## config.mk

```make
export PLATFORM = sky130hd
export DESIGN_NAME = rq_scheduler
export DESIGN_NICKNAME = d
export VERILOG_FILES = /design/src/rtl/rq_scheduler.sv
export SDC_FILE = /design/constraint.sdc
export NUM_CORES = 1
export LEC_CHECK = 0
export CAP_MARGIN = 30
export CORE_ASPECT_RATIO = 0.9
export CORE_MARGIN = 2
export CORE_UTILIZATION = 40
export CTS_CLUSTER_DIAMETER = 150
export CTS_CLUSTER_SIZE = 12
export DETAILED_ROUTE_END_ITERATION = 12
export GPL_ROUTABILITY_DRIVEN = 0
export HOLD_SLACK_MARGIN = 0.03
export PLACE_DENSITY_LB_ADDON = 0.1
export SETUP_SLACK_MARGIN = 0.15
export SLEW_MARGIN = 20
export SYNTH_ARGS = -nofsm -noshare
export SYNTH_HDL_FRONTEND = slang
export SYNTH_SLANG_ARGS = --single-unit
```

## constraint.sdc

```tcl
create_clock -name clk -period 2.4 [get_ports clk]
set_input_delay 0.36 -clock clk [delete_from_list [all_inputs] [get_ports clk]]
set_output_delay 0.36 -clock clk [all_outputs]
set_load 0.02 [all_outputs]
```

## src/rtl/rq_scheduler.sv

```systemverilog
// Request scheduler for an N-storey car: latches hall and car calls, clears them at the
// served floor with the door open, and commits the car to an idle/up/down sweep direction.
module rq_scheduler #(
   parameter int FLOORS = 4,
   parameter int CNT_W  = $clog2(FLOORS + 1)
) (
   input  logic              clk,
   input  logic              rst_n,
   input  logic [FLOORS-1:0] up_btn,
   input  logic [FLOORS-1:0] down_btn,
   input  logic [FLOORS-1:0] car_btn,
   input  logic [FLOORS-1:0] position,
   input  logic              door_open,
   input  logic [FLOORS-1:0] lock,
   output logic [FLOORS-1:0] up_req,
   output logic [FLOORS-1:0] down_req,
   output logic [FLOORS-1:0] car_req,
   output logic [1:0]        dir,
   output logic              up_need,
   output logic              down_need,
   output logic              stop_here,
   output logic [CNT_W-1:0]  pending_cnt
);

   typedef enum logic [1:0] {
      IDLE = 2'b00,
      UP   = 2'b01,
      DOWN = 2'b10
   } dir_t;

   localparam logic [FLOORS-1:0] UP_OK   = {1'b0, {(FLOORS-1){1'b1}}};
   localparam logic [FLOORS-1:0] DOWN_OK = {{(FLOORS-1){1'b1}}, 1'b0};

   dir_t              state_reg, state_next;
   logic [FLOORS-1:0] last_pos_reg;
   logic [FLOORS-1:0] up_req_reg, down_req_reg, car_req_reg;
   logic [FLOORS-1:0] up_req_next, down_req_next, car_req_next;
   logic [FLOORS-1:0] all_req, below_mask, above_mask;
   logic [FLOORS-1:0] clr_up, clr_down, clr_car;
   logic              pos_nz, pos_onehot, door_clr;
   logic              above_any, below_any, here_any;
   logic [CNT_W-1:0]  cnt_next;

   assign pos_nz     = |position;
   assign pos_onehot = pos_nz && ((position & (position - FLOORS'(1))) == '0);
   assign door_clr   = door_open && pos_nz;

   // last_pos_reg is always one-hot, so subtracting one yields every floor below it
   assign all_req    = up_req_reg | down_req_reg | car_req_reg;
   assign below_mask = last_pos_reg - FLOORS'(1);
   assign above_mask = ~(below_mask | last_pos_reg);
   assign above_any  = |(all_req & above_mask);
   assign below_any  = |(all_req & below_mask);
   assign here_any   = |(all_req & last_pos_reg);

   always_comb begin
      clr_car  = '0;
      clr_up   = '0;
      clr_down = '0;
      if (door_clr) begin
         clr_car = position;
         unique case (state_reg)
            UP: begin
               clr_up   = position;
               clr_down = above_any ? '0 : position;
            end
            DOWN: begin
               clr_down = position;
               clr_up   = below_any ? '0 : position;
            end
            default: begin
               clr_up   = position;
               clr_down = position;
            end
         endcase
      end
   end

   // Per floor: lock beats clear, clear beats a press, a press beats holding
   generate
      for (genvar gi = 0; gi < FLOORS; gi++) begin : g_floor
         assign up_req_next[gi]   = ~lock[gi] & ~clr_up[gi]
                                    & (up_req_reg[gi] | (up_btn[gi] & UP_OK[gi]));
         assign down_req_next[gi] = ~lock[gi] & ~clr_down[gi]
                                    & (down_req_reg[gi] | (down_btn[gi] & DOWN_OK[gi]));
         assign car_req_next[gi]  = ~lock[gi] & ~clr_car[gi]
                                    & (car_req_reg[gi] | car_btn[gi]);
      end
   endgenerate

   always_ff @(posedge clk or negedge rst_n) begin
      if (!rst_n) begin
         up_req_reg   <= '0;
         down_req_reg <= '0;
         car_req_reg  <= '0;
         last_pos_reg <= FLOORS'(1);
         state_reg    <= IDLE;
      end else begin
         up_req_reg   <= up_req_next;
         down_req_reg <= down_req_next;
         car_req_reg  <= car_req_next;
         if (pos_onehot)
            last_pos_reg <= position;
         state_reg    <= state_next;
      end
   end

   // Direction only re-evaluates while the car sits at a floor
   always_comb begin
      state_next = state_reg;
      if (pos_nz) begin
         unique case (state_reg)
            DOWN:    state_next = below_any ? DOWN : (above_any ? UP : IDLE);
            default: state_next = above_any ? UP : (below_any ? DOWN : IDLE);
         endcase
      end
   end

   always_comb begin
      cnt_next = '0;
      for (int i = 0; i < FLOORS; i++)
         cnt_next = cnt_next + CNT_W'(all_req[i]);
   end

   assign up_req      = up_req_reg;
   assign down_req    = down_req_reg;
   assign car_req     = car_req_reg;
   assign dir         = state_reg;
   assign up_need     = (state_reg == UP);
   assign down_need   = (state_reg == DOWN);
   assign pending_cnt = cnt_next;
   assign stop_here   = (|(car_req_reg & last_pos_reg))
                        | ((state_reg != DOWN) && (|(up_req_reg & last_pos_reg)))
                        | ((state_reg != UP) && (|(down_req_reg & last_pos_reg)))
                        | ((state_reg == UP) && !above_any && here_any)
                        | ((state_reg == DOWN) && !below_any && here_any);

endmodule
```

==> out/qor_table.md, run 1 <==
| Group | Result | Value |
| --- | --- | --- |
| floorplanning | Die extent in x | 60.55 µm |
| logic synthesis | Synth unique cells | 35 |
| logic synthesis | Post-Synthesis Net Count | 148 |
| layout | Fraction of the core area covered by cells at the end of the flow | 0.7332 |
| cts | Number of sinks driven by the clock tree | 18 |
| global routing | GR Util All Layers | 0.2515 |
| setup path | WP data arrival | 2.19 ns |
| outcome | Outcome | finished with violations |
| logic synthesis | Synthesized area per cell | 9.755 µm² |
| pwr | Total chip power | 1487 µW |
| timing | Number of pins with negative max-slew slack in the final report | 0 |
| route | Router iterations before antenna repair | 4 |
| cts | Maximum clock path buffer count | 2 |
| route | Final antenna-violating net count | 0 |
| logic synthesis | Number of instances in the synthesized netlist | 118 |
| setup path | Element type at the critical path end | output pin |
| cts | Clock buffers created by TritonCTS | 3 |
| timing | Setup slack of the critical path after layout | -0.1456 ns |
| setup path | Critical path fanouts, max | 2 |
| min path | Class of the tightest hold or removal check | in -> async |
| layout | Share of layout cells above drive strength 1 | 0.3487 |
| setup path | Sort of element at the start of the critical path | register |
| layout | Number of diodes | 0 |
| outcome | Failing checks | setup timing |
| route | Initial DRC Count | 49 |
| logic synthesis | #FFs+latches synth | 18 |
| route | Wire length per cell | 15.57 µm |
| timing | Worst Tran Pin Value | 0.5499 ns |
| layout | Number of nets in the finished design | 226 |
| cts | Worst-Skew Late Latency | 0.29 ns |
| pwr | Power density over cell area | 738.4 nW/µm² |
| timing | Final critical-path share of the clock period | 1.061 |
| floorplanning | Effective utilization at floorplan | 0.4189 |
| global routing | Number of antenna violations at the first check in global routing | 0 |
| floorplanning | Die area | 3323 µm² |
| timing | Max-Slew Margin vs Limit | 0.6322 |
| timing | Final setup violating endpoints | 3 |
| floorplanning | Number of core rows | 18 |
| global routing | Overflow after GRT | 0 |
| route | Total via count after detailed routing | 1283 |
| cts | TritonCTS clock tree | done |
| cts | CTS H-Tree Depth | 1 |
| logic synthesis | Cell area after synthesis | 1151 µm² |
| placed design | HPWL after detailed placement | 2716 µm |
| setup path | Critical path type | reg -> out |
| route | DRC violations left | 0 |
| timing | Max Clock Freq | 392.8 MHz |
| flow run | Max_cap viols | 0 |
| global routing | First-pass GRT wire length | 6092 µm |
| pwr | Worst vdd ir | 0.4196 mV |
| setup path | Delay of the slowest cell on the worst path | 0.51 ns |
| logic synthesis | Sequential-to-total area share from yosys stat | 0.3924 |
| route | Avg Vias per Cell | 5.460 |
| cts | Worst-path clk slew | 0.11 ns |
| layout | Count of filler cells inserted in the layout | 220 |
| route | Total Wirelength | 3659 µm |
| timing | Unrepaired setup endpoints after global routing | yes |
| timing | Final Hold Slack | 0.3676 ns |
| setup path | Critical path cell sequence | or3_4, fa_1, ha_2, ha_4, buf_6 |
| floorplanning | Ports placed on the boundary | 43 |
| layout | Syn-to-layout area delta | 75.00% |
| timing | Clock skew | 0.01147 ns |
| floorplanning | Floorplan die height | 54.89 µm |
| setup path | Endpoint required time on the critical path | 2.04 ns |
| setup path | Cell at the slowest stage of the critical path | sky130_fd_sc_hd__fa_1 |
| placed design | Total of buffers placed on input and output ports | 40 |
| global routing | Via count of the first global-routing pass | 1331 |
| cts | Total of hold buffers inserted after clock tree synthesis | 0 |
| timing | Number of endpoints with negative hold slack in the final report | 0 |
| pwr | Standby leakage power | 0.0008668 µW |
| cts | Clock tree root buffer cell | sky130_fd_sc_hd__clkbuf_4 |
| logic synthesis | Number of warnings issued by yosys | 0 |
| timing | Time the worst path needs with I/O delays and setup | 2.546 ns |
| floorplanning | Placeable core region | 2748 µm² |
| global routing | Maximum number of pins on one net before global-route repair | 13 |
-- layout by cell type, fill, tap and decap left out, types with 2 or more instances in the layout --
master                            instances
sky130_fd_sc_hd__or3_1                    3
sky130_fd_sc_hd__o21ai_0                  7
sky130_fd_sc_hd__o2111ai_1                4
sky130_fd_sc_hd__inv_1                    8
sky130_fd_sc_hd__inv_2                    3
sky130_fd_sc_hd__a211oi_1                 4
sky130_fd_sc_hd__buf_6                    9
sky130_fd_sc_hd__clkbuf_4                 3
sky130_fd_sc_hd__o31ai_1                  4
sky130_fd_sc_hd__dfrtp_1                 16
sky130_fd_sc_hd__a32o_1                   2
sky130_fd_sc_hd__and2_4                   2
sky130_fd_sc_hd__a311oi_2                 4
sky130_fd_sc_hd__a22oi_1                  4
sky130_fd_sc_hd__buf_4                   33
sky130_fd_sc_hd__nor2_1                  12
sky130_fd_sc_hd__a311oi_1                 4
sky130_fd_sc_hd__ha_4                     3
sky130_fd_sc_hd__nand2_1                  4
sky130_fd_sc_hd__or3_4                    2
sky130_fd_sc_hd__a22o_1                   2
sky130_fd_sc_hd__clkdlybuf4s50_1         36
sky130_fd_sc_hd__ha_1                     2
-- timing repair --
| item | CTS | global route |
|---|---|---|
| pin swaps | 10 | 2 |
| gates resized for setup | 44 | 4 |
| setup buffers | 8 | 0 |
| setup endpoints to repair | 4 | 9 |
| cloned | 0 | 0 |
-- critical path, delay by kind of cell (launching register included) --
| kind | cells | cell delay (ns) |
|---|---|---|
| AND/OR/NAND/NOR | 1 | 0.40 |
| flip-flops | 1 | 0.40 |
| buffers and inverters | 1 | 0.10 |
| adder cells (fa/ha/maj) | 3 | 0.99 |
-- Yosys cell counts, drive strengths merged --
cell type	count	area, µm²
a211oi	4	30.03
a21o	1	7.510
a221o	1	10.01
a221oi	2	17.52
a22o	3	35.04
a22oi	4	30.03
a311o	1	10.01
a311oi	8	70.07
a32o	2	20.02
and2	2	15.02
and3	1	6.260
clkbuf	5	18.77
dfrtp	17	425.4
dfstp	1	26.28
fa	1	20.02
ha	6	75.07
inv	11	41.29
nand2	5	18.77
nand3	1	5.000
nand4	1	6.260
nor2	12	45.04
nor2b	2	12.51
nor3	2	10.01
nor4	1	6.260
o2111ai	4	35.03
o21ai	7	35.03
o2bb2ai	1	8.760
o311ai	1	8.760
o31a	1	8.760
o31ai	5	51.30
or3	5	41.29
-- worst paths after layout --
kind	start	cells after the start	slack (ns)	end
worst min register to register	dir[0]	1	0.59	dir[0]
worst max register to register	last_pos_reg[1]	14	0.13	down_req[2]
min in group clk	dir[0]	1	0.59	dir[0]
max in group asynchronous	rst_n	2	1.54	up_req[1]
worst max-delay path	up_req[3]	5	-0.15	pending_cnt[1]
worst min-delay path	rst_n	1	0.37	down_req[1]
-- layer usage --
metal / part of all wire / vias to the layer above / track usage
met5: 0 / - / 0
met4: 0.0036 / 0 / 0.05435
met3: 0.048 / 2 / 0.03256
met2: 0.51 / 36 / 0.4493
met1: 0.43 / 627 / 0.3294
li1: - / 618 / -
-- report_power, final --
| part | leakage (µW) | total, µW | switching, µW | internal, µW |
|---|---|---|---|---|
| clock | 0.0000150 | 160 | 95.5 | 64.6 |
| combinational | 0.000622 | 943 | 450 | 494 |
| sequential | 0.000229 | 384 | 35.2 | 349 |
-- cell type report --
type	instances	area [µm²]	share of cell area
clock buffer	4	26.28	0.01304
inverter	11	41.29	0.02050
multi-input combinational	84	734.5	0.3646
sequential	18	452.9	0.2248
tap	40	50.05	0.02484
timing repair buffer	78	709.4	0.3522
-- stage by stage --
stage                     setup WS, ns  instances  TNS [ns]  cell area [µm²]
after floorplan                 0.1629        118         0             1165
after global placement         -0.3169        223   -0.8613             1822
after detailed placement       -0.3272        223   -0.8768             1822
after CTS                      -0.1292        235   -0.1817             1994
after global routing           -0.1916        235   -0.4383             2014
final                          -0.1456        235   -0.2322             2014
-- logic make-up after synthesis --
logic type	Yosys count	synth area share
adder cells (fa/ha/maj)	7	0.08261
AND/OR/NAND/NOR	32	0.1446
AO/OA/AOI/OAI	45	0.3283
buffers and inverters	16	0.05218
flip-flops	18	0.3924
No activity file was read; power rests on OpenSTA's default activity.
==> run 2: changes to the inputs <==
--- a/config.mk
+++ b/config.mk
@@ -5,6 +5,7 @@
 export SDC_FILE = /design/constraint.sdc
 export NUM_CORES = 1
 export LEC_CHECK = 0
+export ABC_CLOCK_PERIOD_IN_PS = 2400
 export CAP_MARGIN = 30
 export CORE_ASPECT_RATIO = 0.9
 export CORE_MARGIN = 2
@@ -14,7 +15,7 @@
 export DETAILED_ROUTE_END_ITERATION = 12
 export GPL_ROUTABILITY_DRIVEN = 0
 export HOLD_SLACK_MARGIN = 0.03
-export PLACE_DENSITY_LB_ADDON = 0.1
+export PLACE_DENSITY = 0.81
 export SETUP_SLACK_MARGIN = 0.15
 export SLEW_MARGIN = 20
 export SYNTH_ARGS = -nofsm -noshare
==> run 2 against run 1 <==
  * The flow still finishes with violations (setup timing)
  * Worst hold slack improved by 0.14 ns
  * Non-clock buffer count fell by 5
  * Clock skew rose by 0.0088 ns
  * Clock-buffer cell count did not move
  * Total power fell by 1.0%
  * Design area fell by 2.2%
  * Critical path depth did not move
  * Setup slack improved by 0.018 ns
  * Critical path type unchanged
  * Largest power group unchanged
  * Highest routed layer unchanged
==> out/qor_table.md, run 2 (same netlist as run 1, synthesis figures left out) <==
| Group | Result | Value | Delta |
| --- | --- | --- | --- |
| pwr | Standby leakage power | 0.0008297 µW | -4.3% |
| route | Total via count after detailed routing | 1337 | +4.2% |
| outcome | Failing checks | setup timing |  |
| global routing | Maximum number of pins on one net before global-route repair | 19 | +6 |
| floorplanning | Ports placed on the boundary | 43 | unchanged |
| timing | Unrepaired setup endpoints after global routing | yes |  |
| global routing | GR Util All Layers | 0.2490 | -0.002498 |
| layout | Number of diodes | 0 | unchanged |
| timing | Clock skew | 0.02026 ns | +0.008783 ns |
| timing | Worst Tran Pin Value | 0.8259 ns | +0.2759 ns |
| global routing | Number of antenna violations at the first check in global routing | 0 | unchanged |
| layout | Syn-to-layout area delta | 71.09% |  |
| timing | Setup slack of the critical path after layout | -0.1275 ns | +0.01804 ns |
| setup path | WP data arrival | 2.17 ns | -0.02 ns |
| cts | Worst-Skew Late Latency | 0.31 ns | +0.02 ns |
| timing | Final setup violating endpoints | 3 | unchanged |
| timing | Final Hold Slack | 0.5077 ns | +0.1401 ns |
| cts | Clock buffers created by TritonCTS | 3 | unchanged |
| floorplanning | Number of core rows | 18 | unchanged |
| setup path | Critical path type | reg -> out |  |
| cts | CTS H-Tree Depth | 1 | unchanged |
| global routing | First-pass GRT wire length | 5871 µm | -3.6% |
| timing | Max-Slew Margin vs Limit | 0.4477 | -0.1845 |
| floorplanning | Floorplan die height | 54.89 µm | unchanged |
| global routing | Overflow after GRT | 0 | unchanged |
| timing | Time the worst path needs with I/O delays and setup | 2.528 ns | -0.01804 ns |
| route | Final antenna-violating net count | 0 | unchanged |
| setup path | Sort of element at the start of the critical path | register |  |
| cts | Maximum clock path buffer count | 2 | unchanged |
| min path | Class of the tightest hold or removal check | in -> async |  |
| route | DRC violations left | 0 | unchanged |
| layout | Layout Cell Area excl Fill | 1969 µm² | -2.2% |
| route | Router iterations before antenna repair | 5 | +1 |
| route | Initial DRC Count | 56 | +14% |
| layout | Share of layout cells above drive strength 1 | 0.3263 | -0.02240 |
| route | Total Wirelength | 3873 µm | +5.8% |
| floorplanning | Effective utilization at floorplan | 0.4189 | unchanged |
| global routing | Global routing met1 resource utilization | 0.2942 | -0.03524 |
| global routing | Via count of the first global-routing pass | 1304 | -2.0% |
| timing | Final critical-path share of the clock period | 1.053 | -0.007518 |
| floorplanning | Placeable core region | 2748 µm² | unchanged |
| placed design | HPWL after detailed placement | 2859 µm | +5.2% |
| cts | Clock tree root buffer cell | sky130_fd_sc_hd__clkbuf_4 |  |
| cts | Number of sinks driven by the clock tree | 18 | unchanged |
| route | Avg Vias per Cell | 5.813 | +6.5% |
| timing | Number of pins with negative max-slew slack in the final report | 0 | unchanged |
| flow run | Max_cap viols | 0 | unchanged |
| global routing | Layer carrying the most global-route usage | met2 |  |
| outcome | Outcome | finished with violations |  |
| pwr | Worst vdd ir | 0.3769 mV | -10% |
| cts | Worst-path clk slew | 0.12 ns | about the same |
| layout | Most used cells in the layout excluding fill and tap cells | sky130_fd_sc_hd__clkdlybuf4s50_1, sky130_fd_sc_hd__buf_4, sky130_fd_sc_hd__dfrtp_1 |  |
| global routing | Global Route met2 Usage | 0.4601 | +0.01087 |
| timing | Max Clock Freq | 395.6 MHz | +0.71% |
| layout | Number of nets in the finished design | 221 | -2.2% |
| global routing | GR Util met3 | 0.05349 | +0.02093 |
| setup path | Endpoint required time on the critical path | 2.04 ns | about the same |
| layout | Fraction of the core area covered by cells at the end of the flow | 0.7168 | -0.01639 |
| floorplanning | Die area | 3323 µm² | unchanged |
| route | Wire length per cell | 16.84 µm | +8.1% |
| floorplanning | Die extent in x | 60.55 µm | unchanged |
| placed design | Placement-stage cell area | 1799 µm² | -1.2% |
| setup path | Critical path fanouts, max | 2 | unchanged |
| cts | TritonCTS clock tree | done |  |
| layout | Most common cell after layout, fill and taps aside | sky130_fd_sc_hd__clkdlybuf4s50_1 |  |
| placed design | Total of buffers placed on input and output ports | 40 | unchanged |
| pwr | Power density over cell area | 747.3 nW/µm² | +1.2% |
| timing | Number of endpoints with negative hold slack in the final report | 0 | unchanged |
| setup path | Element type at the critical path end | output pin |  |
## run 2: report_power, final
part	internal [µW]	switching (µW)	leakage, µW
registers	349	34.8	0.000229
clock network	64.8	103	0.0000150
logic	482	439	0.000585
## run 2: stage by stage
step	instances	total power (µW)	setup TNS [ns]	worst slack, ns
after floorplan	118	801.6	0	0.1629
after global placement	220	1148	-0.7962	-0.3004
after detailed placement	220	1170	-0.9312	-0.3409
after CTS	230	1439	-0.2224	-0.1471
after global routing	230	1549	-0.3242	-0.1668
final	230	1472	-0.1658	-0.1275
## run 2: final cells by class
type                    instances  area [µm²]
fillers                       201       778.2
multi-input cells              84       730.7
repair buffers                 73       668.1
flip-flops and latches         18       452.9
well taps                      40       50.05
inverters                      11       41.29
clock buffers                   4       26.28
## run 2: metal layers
layer / wire length, µm / up-vias
met5: 0 / -
met4: 25 / 0
met3: 390 / 4
met2: 1946 / 73
met1: 1510 / 650
li1: - / 610
## run 2: worst paths after layout
kind,startpoint,endpoint,slack (ns),cells after the start
max,up_req[1],pending_cnt[1],-0.13,5
min,rst_n,dir[1],0.51,1
max reg2reg,last_pos_reg[1],down_req[1],0.24,13
min reg2reg,dir[1],dir[1],0.59,2
max in group asynchronous,rst_n,car_req[1],1.30,1
min in group clk,dir[1],dir[1],0.59,2
## run 2: repair_timing
action	in CTS	in global routing
setup endpoints to repair	4	9
resized for setup	39	7
setup buffers	6	0
pin swaps	6	5
hold buffers	0	0
## run 2: worst max-delay path, cell delays in order (launching register included)
cell	delay (ns)
sky130_fd_sc_hd__dfrtp_1	0.40
sky130_fd_sc_hd__or3_4	0.41
sky130_fd_sc_hd__fa_2	0.61
sky130_fd_sc_hd__ha_4	0.14
sky130_fd_sc_hd__ha_4	0.19
sky130_fd_sc_hd__buf_6	0.12
==> run 3: changes to the inputs <==
--- a/config.mk
+++ b/config.mk
@@ -7,15 +7,17 @@
 export LEC_CHECK = 0
 export ABC_CLOCK_PERIOD_IN_PS = 2400
 export CAP_MARGIN = 30
+export CELL_PAD_IN_SITES_DETAIL_PLACEMENT = 0
+export CELL_PAD_IN_SITES_GLOBAL_PLACEMENT = 1
 export CORE_ASPECT_RATIO = 0.9
 export CORE_MARGIN = 2
-export CORE_UTILIZATION = 40
+export CORE_UTILIZATION = 32
 export CTS_CLUSTER_DIAMETER = 150
 export CTS_CLUSTER_SIZE = 12
 export DETAILED_ROUTE_END_ITERATION = 12
 export GPL_ROUTABILITY_DRIVEN = 0
 export HOLD_SLACK_MARGIN = 0.03
-export PLACE_DENSITY = 0.81
+export PLACE_DENSITY = 0.86
 export SETUP_SLACK_MARGIN = 0.15
 export SLEW_MARGIN = 20
 export SYNTH_ARGS = -nofsm -noshare
==> run 3 against run 2 <==
  * The run still ends with setup timing left
  * Sequential share of layout area rose by 0.49 points
  * Setup slack improved by 0.056 ns
  * Sequential cell count did not move
  * Cell count fell by 0.43%
  * Clock skew fell by 0.019 ns
  * Routed wire length fell by 6.9%
  * Via count fell by 3.8%
  * Critical path depth did not move
  * First-iteration DRC count rose by 25%
  * Die area rose by 23%
  * Critical path type unchanged
  * Critical endpoint unchanged
  * Largest cell class unchanged
  * Largest power group unchanged
==> out/qor_table.md, run 3 (same netlist as run 1, synthesis figures left out) <==
| Group | Result | Value | Delta |
| --- | --- | --- | --- |
| setup path | Buffering stage count on the worst path with inverters included | 1 | unchanged |
| floorplanning | Floorplan die height | 60.90 µm | +11% |
| setup path | Delay of the slowest cell on the worst path | 0.56 ns | -0.05 ns |
| placed design | Setup slack at placement | -0.3363 ns | +0.004655 ns |
| floorplanning | Number of core rows | 20 | +2 |
| layout | Share of layout cells above drive strength 1 | 0.2865 | -0.03983 |
| setup path | Worst reg2reg startpoint | last_pos_reg[0] |  |
| timing | Number of endpoints with negative hold slack in the final report | 0 | unchanged |
| setup path | Critical path cell sequence | or3_4, fa_1, ha_2, ha_4, buf_6 |  |
| outcome | Failing checks | setup timing |  |
| timing | Worst Tran Pin Value | 0.8165 ns | -0.009376 ns |
| global routing | Via count of the first global-routing pass | 1204 | -7.7% |
| route | Final antenna-violating net count | 0 | unchanged |
| route | Initial DRC Count | 70 | +25% |
| global routing | GR Util All Layers | 0.1892 | -0.05982 |
| layout | Number of diodes | 0 | unchanged |
| floorplanning | Placeable core region | 3403 µm² | +24% |
| setup path | Critical path fanouts, max | 2 | unchanged |
| placed design | Total of buffers placed on input and output ports | 40 | unchanged |
| cts | Maximum clock path buffer count | 2 | unchanged |
| layout | Most used cells in the layout excluding fill and tap cells | sky130_fd_sc_hd__clkdlybuf4s50_1, sky130_fd_sc_hd__buf_4, sky130_fd_sc_hd__dfrtp_1 |  |
| pwr | Worst vdd ir | 0.3650 mV | -3.1% |
| cts | TritonCTS clock tree | done |  |
| timing | Time the worst path needs with I/O delays and setup | 2.471 ns | -0.05643 ns |
| setup path | Element type at the critical path end | output pin |  |
| route | Total Wirelength | 3605 µm | -6.9% |
| global routing | Number of antenna violations at the first check in global routing | 0 | unchanged |
| min path | Start point of the worst hold path | dir[1] |  |
| setup path | Endpoint required time on the critical path | 2.04 ns | about the same |
| layout | Syn-to-layout area delta | 67.50% |  |
| pwr | Standby leakage power | 0.0008152 µW | -1.7% |
| global routing | Maximum number of pins on one net before global-route repair | 19 | unchanged |
| global routing | First-pass GRT wire length | 5754 µm | -2.0% |
| route | Router iterations before antenna repair | 4 | -1 |
| cts | Total of hold buffers inserted after clock tree synthesis | 0 | unchanged |
| setup path | Register-to-register setup slack | 0.30 ns | +0.06 ns |
| floorplanning | Die extent in x | 67.22 µm | +11% |
| timing | Final critical-path share of the clock period | 1.030 | -0.02351 |
| timing | Number of pins with negative max-slew slack in the final report | 0 | unchanged |
| route | Total via count after detailed routing | 1286 | -3.8% |
| timing | Max Clock Freq | 404.7 MHz | +2.3% |
| floorplanning | Effective utilization at floorplan | 0.3382 | -0.08071 |
| layout | Layout Cell Area excl Fill | 1928 µm² | -2.1% |
| global routing | Overflow after GRT | 0 | unchanged |
| layout | Fraction of the core area covered by cells at the end of the flow | 0.5665 | -0.1502 |
| timing | Final setup violating endpoints | 1 | -2 |
| setup path | Critical Path Start | down_req[1] |  |
| cts | Clock tree root buffer cell | sky130_fd_sc_hd__clkbuf_8 |  |
| cts | CTS H-Tree Depth | 1 | unchanged |
| setup path | Critical path type | reg -> out |  |
| placed design | HPWL after detailed placement | 2819 µm | -1.4% |
| floorplanning | Ports placed on the boundary | 43 | unchanged |
| layout | Count of filler cells inserted in the layout | 297 | +48% |
| setup path | Family with the most delay on the worst path | adder cells |  |
| route | Avg Vias per Cell | 5.616 | -3.4% |
| timing | Clock skew | 0.001162 ns | -0.01909 ns |
| pwr | Power density over cell area | 773.1 nW/µm² | +3.4% |
| layout | Number of nets in the finished design | 216 | -2.3% |
| route | Wire length per cell | 15.74 µm | -6.5% |
| timing | Fin Setup TNS | -0.07110 ns | +0.09471 ns |
| cts | Worst-path clk slew | 0.07 ns | -0.05 ns |
| cts | Clock buffers created by TritonCTS | 3 | unchanged |
| timing | Setup slack of the critical path after layout | -0.07110 ns | +0.05643 ns |
| setup path | WP data arrival | 2.11 ns | -0.06 ns |
| timing | Final Hold Slack | 0.5409 ns | +0.03317 ns |
| route | DRC violations left | 0 | unchanged |
| placed design | Placement-stage cell area | 1804 µm² | +0.28% |
| layout | Most common cell after layout, fill and taps aside | sky130_fd_sc_hd__clkdlybuf4s50_1 |  |
| min path | Class of the tightest hold or removal check | reg -> reg |  |
| timing | Max-Slew Margin vs Limit | 0.4540 | +0.006270 |
| timing | Unrepaired setup endpoints after global routing | yes |  |
| cts | Worst-Skew Late Latency | 0.25 ns | -0.06 ns |
| setup path | Cell at the slowest stage of the critical path | sky130_fd_sc_hd__fa_1 |  |
| floorplanning | Die area | 4094 µm² | +23% |
| setup path | Sort of element at the start of the critical path | register |  |
| outcome | Outcome | finished with violations |  |
| flow run | Max_cap viols | 0 | unchanged |
| cts | Number of sinks driven by the clock tree | 18 | unchanged |
run 3: cell count changes in the layout (fill, tap and decap cells not counted), sizes merged:
cell and change:
buf -5
run 3: cell type report:
class | count | area [µm²] | share of cell area
Multi-Input combinational cell | 84 | 708.2 | 0.3673
Tap cell | 44 | 55.05 | 0.02855
Inverter | 11 | 41.29 | 0.02141
Clock buffer | 4 | 55.05 | 0.02855
Sequential cell | 18 | 452.9 | 0.2349
Timing Repair Buffer | 68 | 615.6 | 0.3193
run 3: metrics by stage:
stage / total power, µW / instances
final: 1491 / 229
after global placement: 1152 / 224
after global routing: 1580 / 229
after CTS: 1491 / 229
after floorplan: 801.6 / 118
after detailed placement: 1170 / 224
run 3: worst reg2reg max path: stages, from the launching register on:
cell and delay (ns):
sky130_fd_sc_hd__dfstp_2 0.54, sky130_fd_sc_hd__inv_2 0.05, sky130_fd_sc_hd__buf_4 0.13, sky130_fd_sc_hd__nand3_1 0.10, sky130_fd_sc_hd__ha_1 0.24, sky130_fd_sc_hd__and2_1 0.18
sky130_fd_sc_hd__buf_4 0.15, sky130_fd_sc_hd__o31ai_4 0.40, sky130_fd_sc_hd__o311ai_1 0.17
run 3: timing repair:
item,in CTS,in global routing
pin swaps,7,3
gates resized for setup,35,1
endpoints found under the setup margin,4,4
setup buffers,1,0
run 3: worst paths after layout:
kind                                  endpoint  cells after the start
worst max-delay path            pending_cnt[1]                      5
worst min register to register          dir[1]                      2
max in group asynchronous           car_req[1]                      1
min in group asynchronous            up_req[0]                      1
worst min-delay path                    dir[1]                      2
worst max register to register          dir[1]                      8
run 3: where the power goes:
| group | total (µW) | leakage, µW | switching [µW] | internal [µW] |
|---|---|---|---|---|
| Combinational | 859 | 0.000557 | 419 | 440 |
| Clock | 249 | 0.0000288 | 103 | 146 |
| Sequential | 383 | 0.000229 | 33.1 | 350 |
run 3: metal layers:
metal	GRT usage	wire length [µm]
met1	0.2526	1612
met3	0.03525	196
met4	0.05831	43
met5	0	0
met2	0.3140	1753
